<file path="config.mk">
export PLATFORM = sky130hd
export DESIGN_NAME = vga_timing_generator_flat
export DESIGN_NICKNAME = d
export VERILOG_FILES = /design/src/rtl/vga_timing_pkg.sv /design/src/rtl/vga_timing_if.sv /design/src/rtl/vga_axis_counter.sv /design/src/rtl/vga_timing_generator.sv /design/src/flat_wrapper.sv
export SDC_FILE = /design/constraint.sdc
export NUM_CORES = 1
export LEC_CHECK = 0
export CELL_PAD_IN_SITES_DETAIL_PLACEMENT = 1
export CELL_PAD_IN_SITES_GLOBAL_PLACEMENT = 2
export CORE_MARGIN = 2
export CORE_UTILIZATION = 32
export CTS_CLUSTER_DIAMETER = 30
export CTS_CLUSTER_SIZE = 10
export DETAILED_ROUTE_END_ITERATION = 10
export PLACE_DENSITY_LB_ADDON = 0.05
export SYNTH_ARGS = -nofsm -noshare
export SYNTH_HDL_FRONTEND = slang
export SYNTH_SLANG_ARGS = --single-unit
</file>
<file path="constraint.sdc">
create_clock -name PCLK -period 2.7 [get_ports PCLK]
set_clock_uncertainty 0.15 [all_clocks]
set_input_delay 0.675 -clock PCLK [delete_from_list [all_inputs] [get_ports PCLK]]
set_output_delay 0.675 -clock PCLK [all_outputs]
set_load 0.02 [all_outputs]
</file>
<file path="src/rtl/vga_timing_pkg.sv">
// Shared raster definitions: phase encoding, 640x480@60 defaults and sizing helpers
// used by the timing generator, address generator and other raster blocks.
package vga_timing_pkg;

    typedef enum logic [1:0] {
        PH_ACTIVE = 2'd0,
        PH_FP     = 2'd1,
        PH_SYNC   = 2'd2,
        PH_BP     = 2'd3
    } phase_t;

    localparam int DEF_H_ACTIVE = 640;
    localparam int DEF_H_FP     = 16;
    localparam int DEF_H_SYNC   = 96;
    localparam int DEF_H_BP     = 48;
    localparam int DEF_V_ACTIVE = 480;
    localparam int DEF_V_FP     = 10;
    localparam int DEF_V_SYNC   = 2;
    localparam int DEF_V_BP     = 33;
    localparam bit DEF_HS_POL   = 1'b0;
    localparam bit DEF_VS_POL   = 1'b0;

    localparam int H_CNT_W = 11;
    localparam int V_CNT_W = 10;

    function automatic int axis_total(input int act, input int fp, input int sync, input int bp);
        return act + fp + sync + bp;
    endfunction

    // Bits needed to hold positions 0..total-1.
    function automatic int cnt_width(input int total);
        int w;
        w = 1;
        while ((1 << w) < total) w++;
        return w;
    endfunction

endpackage

</file>
<file path="src/rtl/vga_timing_if.sv">
// Raster timing bundle: the generator (master) drives syncs, DE, markers and counters;
// the consumer (slave) supplies the advance enable.
interface vga_timing_if;
    import vga_timing_pkg::*;

    logic               EN;
    logic               HSYNC;
    logic               VSYNC;
    logic               DE;
    logic               LINE_START;
    logic               FRAME_START;
    logic [H_CNT_W-1:0] H_CNT;
    logic [V_CNT_W-1:0] V_CNT;

    modport master (
        input  EN,
        output HSYNC, VSYNC, DE, LINE_START, FRAME_START, H_CNT, V_CNT
    );

    modport slave (
        output EN,
        input  HSYNC, VSYNC, DE, LINE_START, FRAME_START, H_CNT, V_CNT
    );

endinterface

</file>
<file path="src/rtl/vga_axis_counter.sv">
// One raster axis: wrapping position counter plus ACTIVE/FP/SYNC/BP phase FSM.
// Exposes next-state values so the top can register outputs aligned with the count.
module vga_axis_counter
    import vga_timing_pkg::*;
#(
    parameter int SEG_ACTIVE = DEF_H_ACTIVE,
    parameter int SEG_FP     = DEF_H_FP,
    parameter int SEG_SYNC   = DEF_H_SYNC,
    parameter int SEG_BP     = DEF_H_BP,
    parameter int CNT_W      = H_CNT_W
) (
    input  logic             PCLK,
    input  logic             RESET,
    input  logic             tick,
    output logic [CNT_W-1:0] count,
    output phase_t           phase,
    output logic [CNT_W-1:0] next_count,
    output phase_t           next_phase,
    output logic             wrap
);

    localparam int TOTAL = axis_total(SEG_ACTIVE, SEG_FP, SEG_SYNC, SEG_BP);

    localparam logic [CNT_W-1:0] LAST       = CNT_W'(TOTAL - 1);
    localparam logic [CNT_W-1:0] END_ACTIVE = CNT_W'(SEG_ACTIVE - 1);
    localparam logic [CNT_W-1:0] END_FP     = CNT_W'(SEG_ACTIVE + SEG_FP - 1);
    localparam logic [CNT_W-1:0] END_SYNC   = CNT_W'(SEG_ACTIVE + SEG_FP + SEG_SYNC - 1);

    always_comb begin
        next_count = count;
        next_phase = phase;
        wrap       = tick && (count == LAST);
        if (tick) begin
            next_count = wrap ? '0 : count + CNT_W'(1);
            case (phase)
                PH_ACTIVE: if (count == END_ACTIVE) next_phase = PH_FP;
                PH_FP:     if (count == END_FP)     next_phase = PH_SYNC;
                PH_SYNC:   if (count == END_SYNC)   next_phase = PH_BP;
                PH_BP:     if (count == LAST)       next_phase = PH_ACTIVE;
                default:                            next_phase = PH_BP;
            endcase
        end
    end

    // Reset parks the axis on its final position so the first tick lands on 0.
    always_ff @(posedge PCLK or posedge RESET) begin
        if (RESET) begin
            count <= LAST;
            phase <= PH_BP;
        end else begin
            count <= next_count;
            phase <= next_phase;
        end
    end

endmodule

</file>
<file path="src/rtl/vga_timing_generator.sv">
// VGA raster timing: H/V axis counters and registered sync/DE/marker decode, all outputs
// aligned to the H_CNT/V_CNT presented in the same cycle.
module vga_timing_generator
    import vga_timing_pkg::*;
#(
    parameter int H_ACTIVE = DEF_H_ACTIVE,
    parameter int H_FP     = DEF_H_FP,
    parameter int H_SYNC   = DEF_H_SYNC,
    parameter int H_BP     = DEF_H_BP,
    parameter int V_ACTIVE = DEF_V_ACTIVE,
    parameter int V_FP     = DEF_V_FP,
    parameter int V_SYNC   = DEF_V_SYNC,
    parameter int V_BP     = DEF_V_BP,
    parameter bit HS_POL   = DEF_HS_POL,
    parameter bit VS_POL   = DEF_VS_POL
) (
    input  logic         PCLK,
    input  logic         RESET,
    vga_timing_if.master vga
);

    localparam int H_TOTAL = axis_total(H_ACTIVE, H_FP, H_SYNC, H_BP);
    localparam int V_TOTAL = axis_total(V_ACTIVE, V_FP, V_SYNC, V_BP);

    if (H_ACTIVE < 1 || H_FP < 1 || H_SYNC < 1 || H_BP < 1 ||
        V_ACTIVE < 1 || V_FP < 1 || V_SYNC < 1 || V_BP < 1) begin : g_chk_seg
        $fatal(1, "vga_timing_generator: every segment length must be at least 1");
    end
    if (cnt_width(H_TOTAL) > H_CNT_W) begin : g_chk_h
        $fatal(1, "vga_timing_generator: H_TOTAL exceeds 2048");
    end
    if (cnt_width(V_TOTAL) > V_CNT_W) begin : g_chk_v
        $fatal(1, "vga_timing_generator: V_TOTAL exceeds 1024");
    end

    logic [H_CNT_W-1:0] h_cnt, h_next;
    logic [V_CNT_W-1:0] v_cnt, v_next;
    phase_t             h_ph, h_next_ph, v_ph, v_next_ph;
    logic               h_wrap, v_wrap;

    vga_axis_counter #(
        .SEG_ACTIVE (H_ACTIVE),
        .SEG_FP     (H_FP),
        .SEG_SYNC   (H_SYNC),
        .SEG_BP     (H_BP),
        .CNT_W      (H_CNT_W)
    ) u_h_axis (
        .PCLK       (PCLK),
        .RESET      (RESET),
        .tick       (vga.EN),
        .count      (h_cnt),
        .phase      (h_ph),
        .next_count (h_next),
        .next_phase (h_next_ph),
        .wrap       (h_wrap)
    );

    vga_axis_counter #(
        .SEG_ACTIVE (V_ACTIVE),
        .SEG_FP     (V_FP),
        .SEG_SYNC   (V_SYNC),
        .SEG_BP     (V_BP),
        .CNT_W      (V_CNT_W)
    ) u_v_axis (
        .PCLK       (PCLK),
        .RESET      (RESET),
        .tick       (h_wrap),
        .count      (v_cnt),
        .phase      (v_ph),
        .next_count (v_next),
        .next_phase (v_next_ph),
        .wrap       (v_wrap)
    );

    // Current-state axis values are carried by the registered outputs themselves.
    logic unused_axis;
    assign unused_axis = ^{h_ph, v_ph, h_next, v_next};

    // Decode from next-state phases so each flop matches the counter it lands with.
    // With EN low the next phases equal the current ones, so levels hold and wraps stay 0.
    always_ff @(posedge PCLK or posedge RESET) begin
        if (RESET) begin
            vga.DE          <= 1'b0;
            vga.HSYNC       <= ~HS_POL;
            vga.VSYNC       <= ~VS_POL;
            vga.LINE_START  <= 1'b0;
            vga.FRAME_START <= 1'b0;
        end else begin
            vga.DE          <= (h_next_ph == PH_ACTIVE) && (v_next_ph == PH_ACTIVE);
            vga.HSYNC       <= (h_next_ph == PH_SYNC) ? HS_POL : ~HS_POL;
            vga.VSYNC       <= (v_next_ph == PH_SYNC) ? VS_POL : ~VS_POL;
            vga.LINE_START  <= h_wrap;
            vga.FRAME_START <= v_wrap;
        end
    end

    assign vga.H_CNT = h_cnt;
    assign vga.V_CNT = v_cnt;

endmodule

</file>
<file path="src/flat_wrapper.sv">
// flat-port wrapper written by rule: the top's interface ports become plain ports
module vga_timing_generator_flat import vga_timing_pkg::*;
#(
    parameter int H_ACTIVE = DEF_H_ACTIVE,
    parameter int H_FP     = DEF_H_FP,
    parameter int H_SYNC   = DEF_H_SYNC,
    parameter int H_BP     = DEF_H_BP,
    parameter int V_ACTIVE = DEF_V_ACTIVE,
    parameter int V_FP     = DEF_V_FP,
    parameter int V_SYNC   = DEF_V_SYNC,
    parameter int V_BP     = DEF_V_BP,
    parameter bit HS_POL   = DEF_HS_POL,
    parameter bit VS_POL   = DEF_VS_POL
)
  (PCLK, RESET, vga_EN, vga_HSYNC, vga_VSYNC, vga_DE, vga_LINE_START, vga_FRAME_START, vga_H_CNT, vga_V_CNT);
  vga_timing_if vga_i ();
  input  logic PCLK;
  input  logic RESET;
  input wire logic [$bits(vga_i.EN)-1:0] vga_EN;
  output wire logic [$bits(vga_i.HSYNC)-1:0] vga_HSYNC;
  output wire logic [$bits(vga_i.VSYNC)-1:0] vga_VSYNC;
  output wire logic [$bits(vga_i.DE)-1:0] vga_DE;
  output wire logic [$bits(vga_i.LINE_START)-1:0] vga_LINE_START;
  output wire logic [$bits(vga_i.FRAME_START)-1:0] vga_FRAME_START;
  output wire logic [$bits(vga_i.H_CNT)-1:0] vga_H_CNT;
  output wire logic [$bits(vga_i.V_CNT)-1:0] vga_V_CNT;
  assign vga_i.EN = vga_EN;
  assign vga_HSYNC = vga_i.HSYNC;
  assign vga_VSYNC = vga_i.VSYNC;
  assign vga_DE = vga_i.DE;
  assign vga_LINE_START = vga_i.LINE_START;
  assign vga_FRAME_START = vga_i.FRAME_START;
  assign vga_H_CNT = vga_i.H_CNT;
  assign vga_V_CNT = vga_i.V_CNT;
  vga_timing_generator #(.H_ACTIVE(H_ACTIVE), .H_FP(H_FP), .H_SYNC(H_SYNC), .H_BP(H_BP), .V_ACTIVE(V_ACTIVE), .V_FP(V_FP), .V_SYNC(V_SYNC), .V_BP(V_BP), .HS_POL(HS_POL), .VS_POL(VS_POL)) u_core (.PCLK(PCLK), .RESET(RESET), .vga(vga_i));
endmodule
</file>
==> results.md <==
| Item | Reported |
| --- | --- |
| Largest net degree at the start of global routing | 31 |
| Setup total negative slack | 0 ns |
| Wirelength per Cell | 16.4 um |
| Crit-path max cell delay | 0.57 ns |
| Cell area after layout | 2100 um^2 |
| Startpoint type of the worst setup path | input port |
| Tcrit/Tclk final | 90.3% |
| Share of layout cells above drive strength 1 | 21.9% |
| Minimum clock period after layout | 2.44 ns |
| IO Pins | 29 |
| Total global-route track usage | 17.6% |
| Number of standard cells after synthesis | 164 |
| PD cells | 605 nW/um^2 |
| Number of enable-type register cells in the synthesized netlist | 0 |
| Initial Utilization | 33.8% |
| Core utilization of the finished layout | 43.6% |
| Cells traversed along the worst timing path | clkdlybuf4s50_1 -> nand4_2 -> or4_4 -> inv_2 -> nand4_1 -> mux2_1 |
| TritonCTS sink count | 30 |
| Via count | 1349 |
| Port buffer count | 28 |
| Post-synthesis instance area | 1630 um^2 |
| Remaining routing DRC violations | 0 |
| Post-layout net count | 207 |
| CP Capture Type | flip-flop |
| Hold violation total from the final report | 0 |
| Die boundary height | 75.4 um |
| Drt first pass iters | 2 |
| Placed wire-length estimate after detailed placement | 3.15 mm |
| Number of rows in the core area | 25 |
| CTS Hold Buffers Added | 0 |
| Post-CTS Setup Repair Bufs | 0 |
| Share of the yosys chip area belonging to registers | 47.3% |
| Routed wire length | 4.39 mm |
| Worst Path Max Fanout | 8 |
| Commonest register cell after synthesis | sky130_fd_sc_hd__dfstp_2 |
| Cts repair resizes | 0 |
| RSZ-0062 raised after global routing | false |
| IR drop worst, VDD | 343 uV |
| Slew headroom | 52.8% |
| Number of max-cap violations | 0 |
| Net count after synthesis | 171 |
| First-pass GRT wire length | 7.38 mm |
| Num CTS Buffers | 5 |
| Total inserted antenna cells | 0 |
| Critical path class | in2reg |
| Top achievable clock speed | 410 MHz |
| Area growth from synthesis to layout | 29.0% |
| Die area | 5680 um^2 |
| CTS Root Buffer Type | sky130_fd_sc_hd__clkbuf_8 |
| Post-route antenna net violation count | 0 |
| Leading cell type in the layout, fill and taps excluded | sky130_fd_sc_hd__clkdlybuf4s50_1 |
| HP Class | reg2reg |
| Max-slew violation total from the final report | 0 |
| Clock Path Buffers | 2 |
| Die outline width | 75.4 um |
| Required time worst endpoint | 2.72 ns |
| Static leakage | 0.000879 uW |
| Total placed instance area | 2010 um^2 |
| TritonCTS clock tree | done |
| Number of DRC violations after detailed-routing iteration 0 | 48 |
| Total grt overflow | 0 |
| Routed vias/inst | 5.03 |
| Endpoint arrival time on the critical path | 2.46 ns |
| Final Hold Slack | 0.344 ns |
| Area inside the core boundary | 4820 um^2 |
| Clock H-tree levels | 2 |
| Worst-path cell with the longest stage delay | sky130_fd_sc_hd__or4_4 |
| Final estimated routing congestion in global placement | 0.781 |
| Syn Area/Cell | 9.93 um^2 |
| Count of cell types in the netlist | 50 |
| Biggest area contributors in the synthesized netlist | sky130_fd_sc_hd__dfstp_2, sky130_fd_sc_hd__dfrtp_1, sky130_fd_sc_hd__xnor2_1 |
| Largest area contributor in the synthesized netlist | sky130_fd_sc_hd__dfstp_2 |
| Synthesis Warnings | 0 |
| Vias in the first global route | 1405 |
| Total of endpoints with negative setup slack in the final report | 0 |
| Top cell type's share of synthesized area | 25.8% |
| Register bit total from synthesis | 30 |
| Result of the run | complete, no violations |
| Commonest cells after routing, fill and taps aside | sky130_fd_sc_hd__clkdlybuf4s50_1, sky130_fd_sc_hd__dfstp_2, sky130_fd_sc_hd__nand2_1, sky130_fd_sc_hd__dfrtp_1 |
| Worst-Skew Late Latency | 0.29 ns |
| Post-synth ARST share | 100% |
| Number of antenna violations at the first check in global routing | 0 |
| Transition time of the tightest slew-check pin | 0.703 ns |
| Reg clk slew, reported paths | 0.07 ns |
## synth_stat cells, types with 4 or more instances
cell type,number
sky130_fd_sc_hd__xor2_1,4
sky130_fd_sc_hd__ha_1,4
sky130_fd_sc_hd__dfstp_2,16
sky130_fd_sc_hd__nand2_1,14
sky130_fd_sc_hd__inv_1,9
sky130_fd_sc_hd__nor3_1,4
sky130_fd_sc_hd__nand4_1,6
sky130_fd_sc_hd__dfrtp_1,14
sky130_fd_sc_hd__xnor2_1,7
sky130_fd_sc_hd__nor2_1,12
sky130_fd_sc_hd__nand3_1,12
sky130_fd_sc_hd__o21ai_0,8
## flip-flops by register name, summed over array words and instances, names as in the netlist
| signal | cells |
|---|---|
| u_core.u_h_axis.count | 11 |
| u_core.u_v_axis.count | 10 |
| u_core.u_h_axis.phase | 2 |
| u_core.u_v_axis.phase | 2 |
| u_core.vga.DE | 1 |
| u_core.vga.FRAME_START | 1 |
| u_core.vga.HSYNC | 1 |
| u_core.vga.LINE_START | 1 |
| u_core.vga.VSYNC | 1 |
## power by group
group | leakage (uW) | total [uW] | internal [uW] | switching, uW
sequential | 0.000351 | 607 | 526 | 80.8
combinational | 0.000480 | 278 | 140 | 138
clock | 0.0000472 | 387 | 205 | 182
total | 0.000879 | 1270 | 871 | 402
## per-stage QoR
step                setup WS (ns)  total power [uW]  std cells
global route                0.178              1350        268
detailed placement        -0.0289               899        260
global placement           0.0174               891        260
floorplan                   0.458               769        164
CTS                         0.267              1300        268
finish                      0.263              1270        268
## final cells by class
| cell class | count | area, um^2 |
|---|---|---|
| fill | 575 | 2720 |
| multi-input combinational | 118 | 782 |
| sequential | 30 | 771 |
| timing repair buffer | 35 | 333 |
| tap | 67 | 83.8 |
| clock buffer | 6 | 82.6 |
| inverter | 10 | 37.5 |
| clock inverter | 2 | 12.5 |
## worst paths after layout
| kind | from | slack, ns | cells past startpoint | endpoint |
|---|---|---|---|---|
| setup / recovery | vga_EN | 0.26 | 6 | u_core.u_v_axis.count[4] |
| hold / removal | u_core.u_h_axis.count[1] | 0.34 | 2 | u_core.u_h_axis.count[1] |
| setup reg to reg | u_core.u_h_axis.count[0] | 0.35 | 6 | u_core.u_v_axis.count[4] |
| hold reg to reg | u_core.u_h_axis.count[1] | 0.34 | 2 | u_core.u_h_axis.count[1] |
| max in group asynchronous | RESET | 1.45 | 3 | u_core.u_v_axis.count[3] |
| min in group asynchronous | RESET | 0.62 | 3 | u_core.u_v_axis.count[6] |
## logic make-up after synthesis
kind of cell    synth area share, %
simple gates                   27.0
flops                          47.3
compound gates                 9.98
buf+inv                        4.68
xor+xnor                       5.91
fa+ha+maj                      3.07
mux                            2.00
## metal layers
metal / part of all wire [%] / track usage (%) / vias to the layer above / routed length [um]
met1: 49 / 25.2 / 668 / 2160
met5: 0 / 0 / - / 0
met2: 47 / 25.9 / 20 / 2040
met4: 1.3 / 6.24 / 0 / 57
li1: - / - / 652 / -
met3: 2.9 / 4.23 / 9 / 127
## critical path, delay by kind of cell
| kind | cells | cell delay (ns) |
|---|---|---|
| muxes | 1 | 0.33 |
| and+or+nand+nor | 3 | 0.81 |
| buffers and inverters | 2 | 0.65 |
Power figures use the tool's default switching activity.
